==> src/rtl/blink_count_tx_pkg.sv <==
// Shared types and helpers for the LED blink-count transmitter.
// Holds the FSM state encoding, the board clock rate and timer sizing helpers.
package blink_count_tx_pkg;

    typedef enum logic [1:0] {
        ST_IDLE = 2'd0,
        ST_ON   = 2'd1,
        ST_OFF  = 2'd2,
        ST_GAP  = 2'd3
    } state_t;

    localparam int unsigned CLK_HZ = 27_000_000;

    function automatic int unsigned max3(
        input int unsigned a,
        input int unsigned b,
        input int unsigned c
    );
        int unsigned m;
        m = (a > b) ? a : b;
        return (m > c) ? m : c;
    endfunction

    // A one-cycle phase still needs a one-bit counter.
    function automatic int unsigned cnt_width(input int unsigned m);
        return (m <= 1) ? 1 : $clog2(m);
    endfunction

endpackage

==> src/rtl/blink_count_tx_timer.sv <==
// Phase timer: counts up from zero, clears on request, flags a runtime limit.
// The terminal flag is decoded from the registered count.
import blink_count_tx_pkg::*;

module blink_count_tx_timer #(
    parameter int unsigned TW = 4
) (
    input  logic          clk,
    input  logic          clear,
    input  logic [TW-1:0] limit,
    output logic          term
);

    logic [TW-1:0] count;

    always_ff @(posedge clk) begin
        if (clear) begin
            count <= '0;
        end else begin
            count <= count + TW'(1);
        end
    end

    assign term = (count == limit);

endmodule

==> src/rtl/blink_count_tx.sv <==
// Blink-count transmitter: shows a value N as N LED pulses, a gap, then done.
// One timer is shared by all phases and restarts on every state change.
import blink_count_tx_pkg::*;

module blink_count_tx #(
    parameter int unsigned WIDTH      = 4,
    parameter int unsigned ON_CYCLES  = 5_400_000,
    parameter int unsigned OFF_CYCLES = 5_400_000,
    parameter int unsigned GAP_CYCLES = 27_000_000
) (
    input  logic             clk,
    input  logic             rst,
    input  logic             start,
    input  logic [WIDTH-1:0] value,
    output logic             busy,
    output logic             done,
    output logic             led
);

    localparam int unsigned TW =
        cnt_width(max3(ON_CYCLES, OFF_CYCLES, GAP_CYCLES));

    localparam logic [TW-1:0] ON_LAST  = TW'(ON_CYCLES - 1);
    localparam logic [TW-1:0] OFF_LAST = TW'(OFF_CYCLES - 1);
    localparam logic [TW-1:0] GAP_LAST = TW'(GAP_CYCLES - 1);

    state_t           state;
    logic [WIDTH-1:0] remaining;
    logic [TW-1:0]    limit;
    logic             term;
    logic             clear;

    always_comb begin
        limit = '0;
        case (state)
            ST_ON:   limit = ON_LAST;
            ST_OFF:  limit = OFF_LAST;
            ST_GAP:  limit = GAP_LAST;
            default: limit = '0;
        endcase
    end

    // Idle keeps the timer at zero so every phase starts from a clean count.
    assign clear = rst || (state == ST_IDLE) || term;

    blink_count_tx_timer #(
        .TW(TW)
    ) u_timer (
        .clk   (clk),
        .clear (clear),
        .limit (limit),
        .term  (term)
    );

    always_ff @(posedge clk) begin
        if (rst) begin
            state     <= ST_IDLE;
            remaining <= '0;
            busy      <= 1'b0;
            done      <= 1'b0;
            led       <= 1'b1;
        end else begin
            done <= 1'b0;
            unique case (state)
                ST_IDLE: begin
                    if (start) begin
                        remaining <= value;
                        busy      <= 1'b1;
                        if (value != '0) begin
                            state <= ST_ON;
                            led   <= 1'b0;
                        end else begin
                            state <= ST_GAP;
                        end
                    end
                end
                ST_ON: begin
                    if (term) begin
                        led <= 1'b1;
                        if (remaining != '0) begin
                            remaining <= remaining - WIDTH'(1);
                        end
                        if (remaining <= WIDTH'(1)) begin
                            state <= ST_GAP;
                        end else begin
                            state <= ST_OFF;
                        end
                    end
                end
                ST_OFF: begin
                    if (term) begin
                        state <= ST_ON;
                        led   <= 1'b0;
                    end
                end
                ST_GAP: begin
                    if (term) begin
                        state <= ST_IDLE;
                        busy  <= 1'b0;
                        done  <= 1'b1;
                    end
                end
                default: begin
                    state <= ST_IDLE;
                    busy  <= 1'b0;
                    led   <= 1'b1;
                end
            endcase
        end
    end

endmodule

==> config.mk <==
export PLATFORM = sky130hd
export DESIGN_NAME = blink_count_tx
export DESIGN_NICKNAME = d
export VERILOG_FILES = /design/src/rtl/blink_count_tx_pkg.sv /design/src/rtl/blink_count_tx_timer.sv /design/src/rtl/blink_count_tx.sv
export SDC_FILE = /design/constraint.sdc
export NUM_CORES = 1
export LEC_CHECK = 0
export CELL_PAD_IN_SITES_DETAIL_PLACEMENT = 1
export CELL_PAD_IN_SITES_GLOBAL_PLACEMENT = 1
export CORE_AREA = 2 2 81 83
export CTS_CLUSTER_DIAMETER = 120
export DETAILED_ROUTE_END_ITERATION = 10
export DIE_AREA = 0 0 83 85
export PLACE_DENSITY_LB_ADDON = 0.05
export RECOVER_POWER = 25
export SLEW_MARGIN = 20
export SYNTH_ARGS = -nofsm -noshare
export SYNTH_HDL_FRONTEND = slang
export SYNTH_SLANG_ARGS = --single-unit
==> constraint.sdc <==
create_clock -name clk -period 6.66 [get_ports clk]
set_input_delay 0.666 -clock clk [delete_from_list [all_inputs] [get_ports clk]]
set_output_delay 0.666 -clock clk [all_outputs]
set_load 0.02 [all_outputs]
After elaboration in Yosys (flattened, before gate mapping):

Index checks and enable logic that the tools add are counted.

* flip-flop bits (word level): 34
* input port bits: 7
* output and inout port bits: 3

* add/sub/neg operators: 2
* order comparisons: 1
* eq/ne operators: 10
* multiplexer cells: 20
* bitwise gates (word level): 1
* reductions and logical operators: 14

Operator list (count)
* $pmux W25 S2: 1
* $add A25 B1 Y25 const B: 1
* $eq A25 B25 Y1: 1
* $mux W4: 3
* $mux W2: 5
* $ne A2 B2 Y1 const B: 5
* $pmux W2 S4: 1
* $pmux W4 S2: 1
* $reduce_and A4 Y1: 2
* $reduce_bool A4 Y1: 2
* $mux W1: 7
* $reduce_and A5 Y1: 1
* $eq A2 B2 Y1 const B: 2
* $le A4 B1 Y1 const B: 1
* $reduce_bool A2 Y1: 2
* $reduce_or A2 Y1: 2
* $sub A4 B1 Y4 const B: 1
* $pmux W1 S3: 1
* $reduce_and A3 Y1: 1
* $reduce_bool A3 Y1: 1
* $eq A2 B1 Y1 const B: 1
* $logic_not A2 Y1: 1
* $logic_or A1 B1 Y1: 2
* $ne A2 B1 Y1 const B: 1
* other kinds (2): 2

Logic depth before layout (Yosys ltp):

Gate-level depths: netlist of the first run.

* depth after elaboration: 6
* mapped depth: 9
* mapped depth without buffers: 7

Modules after synthesis:

A second synthesis of the first run with hierarchy kept.

* cell total of the unflattened synthesis: 239
* area total of the unflattened synthesis: 2100.8 sq um

By module, submodules not included
* blink_count_tx_timer: instances 1, cells an instance 163, area an instance 1415.1 sq um, seq. area each 500.5 sq um
* blink_count_tx: instances 1, cells an instance 76, area an instance 685.7 sq um, seq. area each 180.2 sq um

Worst setup path after synthesis of the first run:

No wires, ideal clock.

* path type: register -> register
* start point: register state[0]
* end point: register remaining[0]
* library setup time: 0.123 ns
* arrival time: 2.073 ns
* data required time: 6.537 ns
* slack: 4.463 ns
* stages on the path, launching flop included: 9
* path buffers: 1
* clock period less this slack: 2.197 ns
* cells stage by stage: dfxtp_1 inv_1 ha_1 buf_2 and4b_1 o21ai_0 nor4_1 a21oi_1 mux2_1

* word-level cells in the longest chain between the ends: 6
* elaborated cells on any way between the ends: 13
* classes of those cells: eq/ne: 7; mux: 2; reduce/logical: 4

RTL lines
* from (decl): RTL line blink_count_tx.sv:27 `state_t state;`
* from (signal assigned): RTL line blink_count_tx.sv:57 `state <= ST_IDLE;`
* from (signal assigned): RTL line blink_count_tx.sv:70 `state <= ST_ON;`
* from (signal assigned): RTL line blink_count_tx.sv:73 `state <= ST_GAP;`
* $eq A2 B2 Y1 or $eq A2 B1 Y1 (tied branches): RTL line blink_count_tx.sv:35, blink_count_tx.sv:64
* $reduce_or A2 Y1 (no source line)
* $pmux W25 S2: RTL line blink_count_tx.sv:35 `case (state)`
* $eq A25 B25 Y1: RTL line blink_count_tx_timer.sv:24 `assign term = (count == limit);`
* $ne A2 B2 Y1 (no source line)
* $reduce_and A4 Y1 (no source line)
* to (signal assigned): RTL line blink_count_tx.sv:67 `remaining <= value;`
* to (signal assigned): RTL line blink_count_tx.sv:81 `remaining <= remaining - WIDTH'(1);`
* to (decl): RTL line blink_count_tx.sv:28 `logic [WIDTH-1:0] remaining;`

Parallel ways exist; a longest one is shown, timed or not.
A chain may end at the register's enable or synchronous reset.

Worst setup path in the final report of the first run:

* start point: register state[1]
* end point: register remaining[0]

The elaborated chain is that of the path after synthesis.

==> results of run 1 <==
## per-stage QoR
step | cells | hold WS (ns) | area, sq um | power [mW]
final | 335 | 0.4843 | 2321 | 0.8019
after global routing | 335 | 0.4962 | 2321 | 0.8708
after CTS | 335 | 0.4857 | 2321 | 0.8208
after detailed placement | 327 | 0.4681 | 2212 | 0.6236
after global placement | 327 | 0.4575 | 2212 | 0.6225
after floorplan | 251 | 0.4369 | 2081 | 0.5421
## registers in the layout, summed over array words and instances, names as in the netlist
name / cells
state: 2
u_timer.count: 25
busy: 1
led: 1
done: 1
remaining: 4
## per-layer routing
metal  routed length, microns  global-route usage
met1                     2484              0.1899
met2                     2366              0.2603
met3                      111             0.03210
met4                       43             0.04024
met5                        0                   0
## worst paths after layout
check,startpoint,slack [ns],to
max reg2reg,state[1],3.83,remaining[0]
max,state[1],3.83,remaining[0]
min,u_timer.count[0],0.48,u_timer.count[0]
min reg2reg,u_timer.count[0],0.48,u_timer.count[0]
## worst max-delay path, delay by kind of cell (launching register included)
family,cells,cell delay (ns)
flip-flops,1,0.33
buffers and inverters,1,0.14
AND/OR/NAND/NOR,2,0.88
multiplexers,1,0.35
AO/OA/AOI/OAI,2,0.39
adder cells (fa/ha/maj),1,0.63
## final cells by class
class / count / area [sq um] / share of cell area
Multi-Input combinational cell: 193 / 1292 / 0.5569
Sequential cell: 34 / 680.7 / 0.2933
Tap cell: 77 / 96.34 / 0.04151
Timing Repair Buffer: 9 / 90.09 / 0.03881
Clock buffer: 5 / 68.82 / 0.02965
Inverter: 14 / 52.55 / 0.02264
Clock inverter: 3 / 40.04 / 0.01725
## cells by family (layout without fill, tap and decap cells)
family / Yosys count / after routing
AOI/OAI and AO/OA: 31 / 31
xor gates and xnor gates: 31 / 31
adders and majority gates: 7 / 7
buffers and inverters: 24 / 31
DFF: 34 / 34
muxes: 6 / 6
and+or+nand+nor: 118 / 118
## cell usage in the layout (no fill, tap or decap), types with 7 or more instances in the layout
master and n:
ha_1 7, xor2_1 7, nand4_1 9, xnor2_1 24
dfxtp_1 34, nand2_1 13, inv_1 14, nor2_1 39
a21oi_1 8, nor3_1 11, nand3_1 10, nor4_1 8
## where the power goes
group          switching, mW  internal, mW
logic                  0.226         0.140
clock network         0.0811         0.110
registers             0.0199         0.225
total                  0.327         0.475
==> metrics.md, run 1 <==
| Metric | Value |
|---|---|
| WL final | 5005 microns |
| Clk pin slew, worst setup/hold paths | ~0.07 ns |
| Post-synth top area share | 0.3271 |
| Total clock sinks | 34 |
| Port bufs | 9 |
| Worst hold path type | reg2reg |
| Core box area | about 6200 sq um |
| Rel. slew slack | 0.5378 |
| Crit share post-route | 0.4256 |
| Post-layout minimum cycle time | 2.835 ns |
| Max-Cap Viols | 0 |
| DP Worst Slack | 3.836 ns |
| Leakage | 0.7928 nW |
| Synth Area in Adders | 0.04209 |
| CP Cell Sequence | inv_1 > ha_1 > nor4b_1 > o21ai_0 > nor4_1 > a21oi_1 > mux2_1 |
| Fin util | 0.3741 |
| Vias in the first global route | 1779 |
| I/O Pins | 10 |
| Number of diodes | 0 |
| Setup-failing EPs final | 0 |
| Fill count | 740 |
| Crit path launch type | flop |
| Worst Hold Depth | 1 |
| Fmax | 352.8 MHz |
| Via-per-instance ratio | 5.218 |
| Nets | 271 |
| Rows | 29 |
| Syn nets | 265 |
| Syn avg cell area | between 8 and 9 sq um |
| Total negative slack | 0 ns |
| First-pass GRT wire length | approximately 8700 microns |
| EDFF count, synth | 0 |
| Count leader, synth | nor2_1 |
| Largest net degree at the start of global routing | 26 |
| Cell accounting for the most synthesized area | dfxtp_1 |
| RSZ-0062 raised after global routing | false |
| First-pass DRT Iterations | 4 |
| Post-synthesis sequential area ratio | 0.3271 |
| Synth Area in Simple Gates | 0.2995 |
| Largest family of logic cells by synthesized area | simple AND/OR/NAND/NOR gates |
| Iteration-0 DRC Markers | 41 |
| Status | finished clean |
| Routed Antenna Nets | 0 |
| Synthesized flop and latch total | 34 |
| Cell count after synthesis | 251 |
| Total global routing overflow | 0 |
| Root cell of the clock tree | clkbuf_8 |
| Max Buffers Root-to-Sink | 2 |
| Post-cts hold buffer count | 0 |
| CTS tree | built |
| CP endpoint kind | flop |
| Async set or reset register ratio after synthesis | 0 |
| Die H | ~85 microns |
| Worst-margin pin slew | roughly 0.69 ns |
| Via count | between 1500 and 2000 |
| Synth cell count leaders | nor2_1, dfxtp_1, xnor2_1, inv_1, nand2_1 |
| Slew Limit Fails | 0 |
| Multiplexer share of the synthesized area | 0.03067 |
| Crit path largest cell delay | 0.63 ns |
| Ys flop type | dfxtp_1 |
| Slowest stage cell on the critical path | ha_1 |
| Number of remaining DRC errors | 0 |
| Largest cells by area after synthesis | dfxtp_1, xnor2_1, nor2_1 |
| H-tree Lvls | 2 |
| Die span in x | between 80 and 90 microns |
| Power Density | 345.5 nW/um^2 |
| Xor/xnor share of the synthesized area | 0.1305 |
| Initial core utilization | 0.3353 |
| Initial antenna violation count | 0 |
| Clock skew | 0.008470 ns |
| Worst R2R Path Depth | 7 |
| Die ar. | 7055 sq um |
| Peak supply drop | 0.1419 mV |
| Gpl congestion | 0.7455 |
| Post-Syn Area | 2081 sq um |
| Synth cell types | 47 |
| Post-CTS setup buffers | 0 |
| Later-pin clock latency in the skew report | 0.29 ns |
| Slack of the critical path | 3.825 ns |
| Critical path data arrival time | 3.01 ns |
| Synth warn | 0 |
| Post-cts resize count | 0 |
| HPWL after detailed placement | around 3600 microns |
| CP required | 6.84 ns |
| Post-synthesis compound-gate area fraction | 0.1185 |
| Area growth, synth to finish | 11.55% |
| CTS Buf Count | 5 |
| GRT Total Usage | 0.1502 |
| CP Max Fanout | 19 |
| Final hold viol count | 0 |
| Share of cells above drive strength 1 | 0.05814 |
| Wire per inst | ~15 microns |
| CP Class | reg2reg |
Power figures use the tool's default switching activity.
==> inputs of run 2 (changes only) <==
==> constraint.sdc (replaced) <==
create_clock -name clk -period 2.3 [get_ports clk]
set_input_delay 0.23 -clock clk [delete_from_list [all_inputs] [get_ports clk]]
set_output_delay 0.23 -clock clk [all_outputs]
set_load 0.02 [all_outputs]
==> run 2 against run 1 <==
Global-route usage up 0.20 points. Final cell count up 5.1%. Non-clock buffer count up 16. Sequential cell count unchanged. First-iteration DRC count up 32%. Combinational power rose to 3.6 times the previous value. Clock skew down 0.0033 ns. Critical path depth unchanged. Critical endpoint is now state[0]. Largest cell class unchanged.
==> metrics.md, run 2 (synthesized netlist as in run 1, its figures left out) <==
| Metric | Value |
|---|---|
| Status | finished clean |
| Largest registers | u_timer.count: 25 flops, remaining: 4 flops, state: 2 flops |
| Routed Antenna Nets | 0 (unchanged) |
| HPWL after detailed placement | 3848 microns (+5.7%) |
| Iteration-0 DRC Markers | 54 (+32%) |
| CP endpoint kind | flop |
| CP Class | reg2reg |
| CP required | 2.46 ns (-4.38 ns) |
| Gpl congestion | 0.7451 (about the same) |
| Post-layout minimum cycle time | 2.222 ns (-0.6127 ns) |
| Most frequent cells in the layout | nor2_1, dfxtp_1, xnor2_1 |
| RSZ-0062 raised after global routing | true |
| H-tree Lvls | 2 (unchanged) |
| Hold Startpoint | u_timer.count[0] |
| Total clock sinks | 34 (unchanged) |
| WL final | 5360 microns (+7.1%) |
| CP Max Fanout | 5 (-14) |
| Worst reg2reg startpoint | state[1] |
| CP Cell Sequence | ha_4 > or4_4 > o32a_1 > nor3_4 > buf_6 > and4b_1 > o32ai_1 |
| Later-pin clock latency in the skew report | 0.28 ns (about the same) |
| Die H | 85 microns (unchanged) |
| CTS tree | built |
| CP top delay family | simple AND/OR/NAND/NOR gates |
| Max FFs per register | 25 (unchanged) |
| Commonest non-fill, non-tap cell in the layout | nor2_1 |
| Max-Cap Viols | 0 (unchanged) |
| Slowest stage cell on the critical path | or4_4 |
| Slew Limit Fails | 0 (unchanged) |
| Port bufs | 9 (unchanged) |
| Crit path launch type | flop |
| WP buf/inv | 1 (unchanged) |
| Hold EP | u_timer.count[0] |
| Worst R2R Path Depth | 7 (unchanged) |
| Largest net degree at the start of global routing | 26 (unchanged) |
| Via count | 1859 (+6.4%) |
| Number of remaining DRC errors | 0 (unchanged) |
| Clk pin slew, worst setup/hold paths | 0.07 ns (about the same) |
| Die span in x | 83 microns (unchanged) |
| Largest Register | u_timer.count |
| Crit path largest cell delay | 0.42 ns (-0.21 ns) |
| Setup-failing EPs final | 0 (unchanged) |
| Crit share post-route | 0.9660 (+0.5404) |
| First-pass GRT wire length | 8776 microns (+0.63%) |
| Rows | 29 (unchanged) |
| Clock skew | 0.005205 ns (-0.003265 ns) |
| Worst hold path type | reg2reg |
| Initial antenna violation count | 0 (unchanged) |
| Worst Hold Depth | 1 (unchanged) |
| Power Density | 1042 nW/um^2 (+200%) |
| Wire per inst | 15.23 microns (+1.9%) |
| Share of cells above drive strength 1 | 0.1309 (+0.07277) |
| Initial core utilization | 0.3353 (unchanged) |
| Total negative slack | 0 ns (unchanged) |
| R2R Path End | state[0] |
| GRT Total Usage | 0.1522 (+0.002049) |
| Via-per-instance ratio | 5.281 (+1.2%) |
| Peak supply drop | 0.4230 mV (+200%) |
| First-pass DRT Iterations | 4 (unchanged) |
| Leakage | 0.8696 nW (+9.7%) |
| Rel. slew slack | 0.6548 (+0.1170) |
| Power consumption | 2.583 mW (+220%) |
| CTS Buf Count | 5 (unchanged) |
| Area growth, synth to finish | 19.18% |
| Final hold viol count | 0 (unchanged) |
| Total global routing overflow | 0 (unchanged) |
| Core box area | 6205 sq um (unchanged) |
| Worst R2R Setup Slack | 0.08 ns (-3.75 ns) |
| Nets | 288 (+6.3%) |
| Worst-margin pin slew | 0.5111 ns (-0.1822 ns) |
| Critical path data arrival time | 2.38 ns (-0.63 ns) |
| Number of diodes | 0 (unchanged) |
| Max Buffers Root-to-Sink | 2 (unchanged) |
| Root cell of the clock tree | clkbuf_8 |
| Die ar. | 7055 sq um (unchanged) |
| I/O Pins | 10 (unchanged) |
| Fmax | 450.1 MHz (+28%) |
| Vias in the first global route | 1778 (-0.056%) |
[run 2: cell types whose count changed in the layout (fill, tap and decap cells not counted), moves of 2 or more]
cell / change
buf_4: +15
clkbuf_1: +2
clkinv_2: -2
dfxtp_1: -2
dfxtp_2: +2
ha_1: -2
[run 2: where the power goes]
part           leakage, nW  switching, mW  internal (mW)  total [mW]
clock               0.0524          0.223          0.325       0.548
sequential           0.276         0.0638          0.653       0.717
combinational        0.541          0.731          0.587        1.32
[run 2: metrics by stage]
step	utilization	hold WS, ns	instances	setup slack [ns]	instance area (sq um)
final	0.3997	0.4791	352	0.07811	2480
after floorplan	-	0.4314	251	0.1033	2081
after CTS	0.3940	0.4828	351	0.08029	2445
after global placement	0.3759	0.4560	343	0.1054	2332
after detailed placement	0.3759	0.4659	343	-0.01905	2332
after global routing	0.3997	0.5057	352	-0.004307	2480
[run 2: timing repair]
action / 4_1_cts / 5_1_grt
resized for setup: 1 / 7
hold buffers: 0 / 0
gates cloned: 0 / 1
setup buffers: 0 / 0
endpoints found under the setup margin: 2 / 27
pin swaps: 0 / 3
[run 2: cell type report]
cell class	count	area [sq um]
fillers	749	3725
multi-input cells	194	1328
flip-flops and latches	34	683.2
repair buffers	25	214.0
well taps	77	96.34
clock buffers	7	76.32
inverters	14	52.55
clock inverters	1	30.03
[run 2: how the worst max path moves through the flow]
stage,slack (ns),endpoint,from,cells after the start
after floorplan,0.10,remaining[0],state[0],8
after detailed placement,-0.02,remaining[0],state[0],7
after global placement,0.11,remaining[0],state[0],7
after CTS,0.08,u_timer.count[7],state[1],6
final,0.08,state[0],state[1],7
after global routing,-0.004,busy,state[1],7
[run 2: per-layer routing]
| metal | vias to the layer above | track usage | part of all wire | wire length (microns) |
|---|---|---|---|---|
| met5 | - | 0 | 0 | 0 |
| met4 | 0 | 0.04173 | 0.0060 | 32 |
| met3 | 2 | 0.03113 | 0.016 | 86 |
| met2 | 11 | 0.2610 | 0.49 | 2602 |
| met1 | 902 | 0.1952 | 0.49 | 2639 |
| li1 | 944 | - | - | - |
[run 2: worst reg2reg max path: stages, from the launching register on]
cell and delay, ns:
dfxtp_2 0.35, ha_4 0.16, or4_4 0.42, o32a_1 0.40, nor3_4 0.33, buf_6 0.15
and4b_1 0.20, o32ai_1 0.09
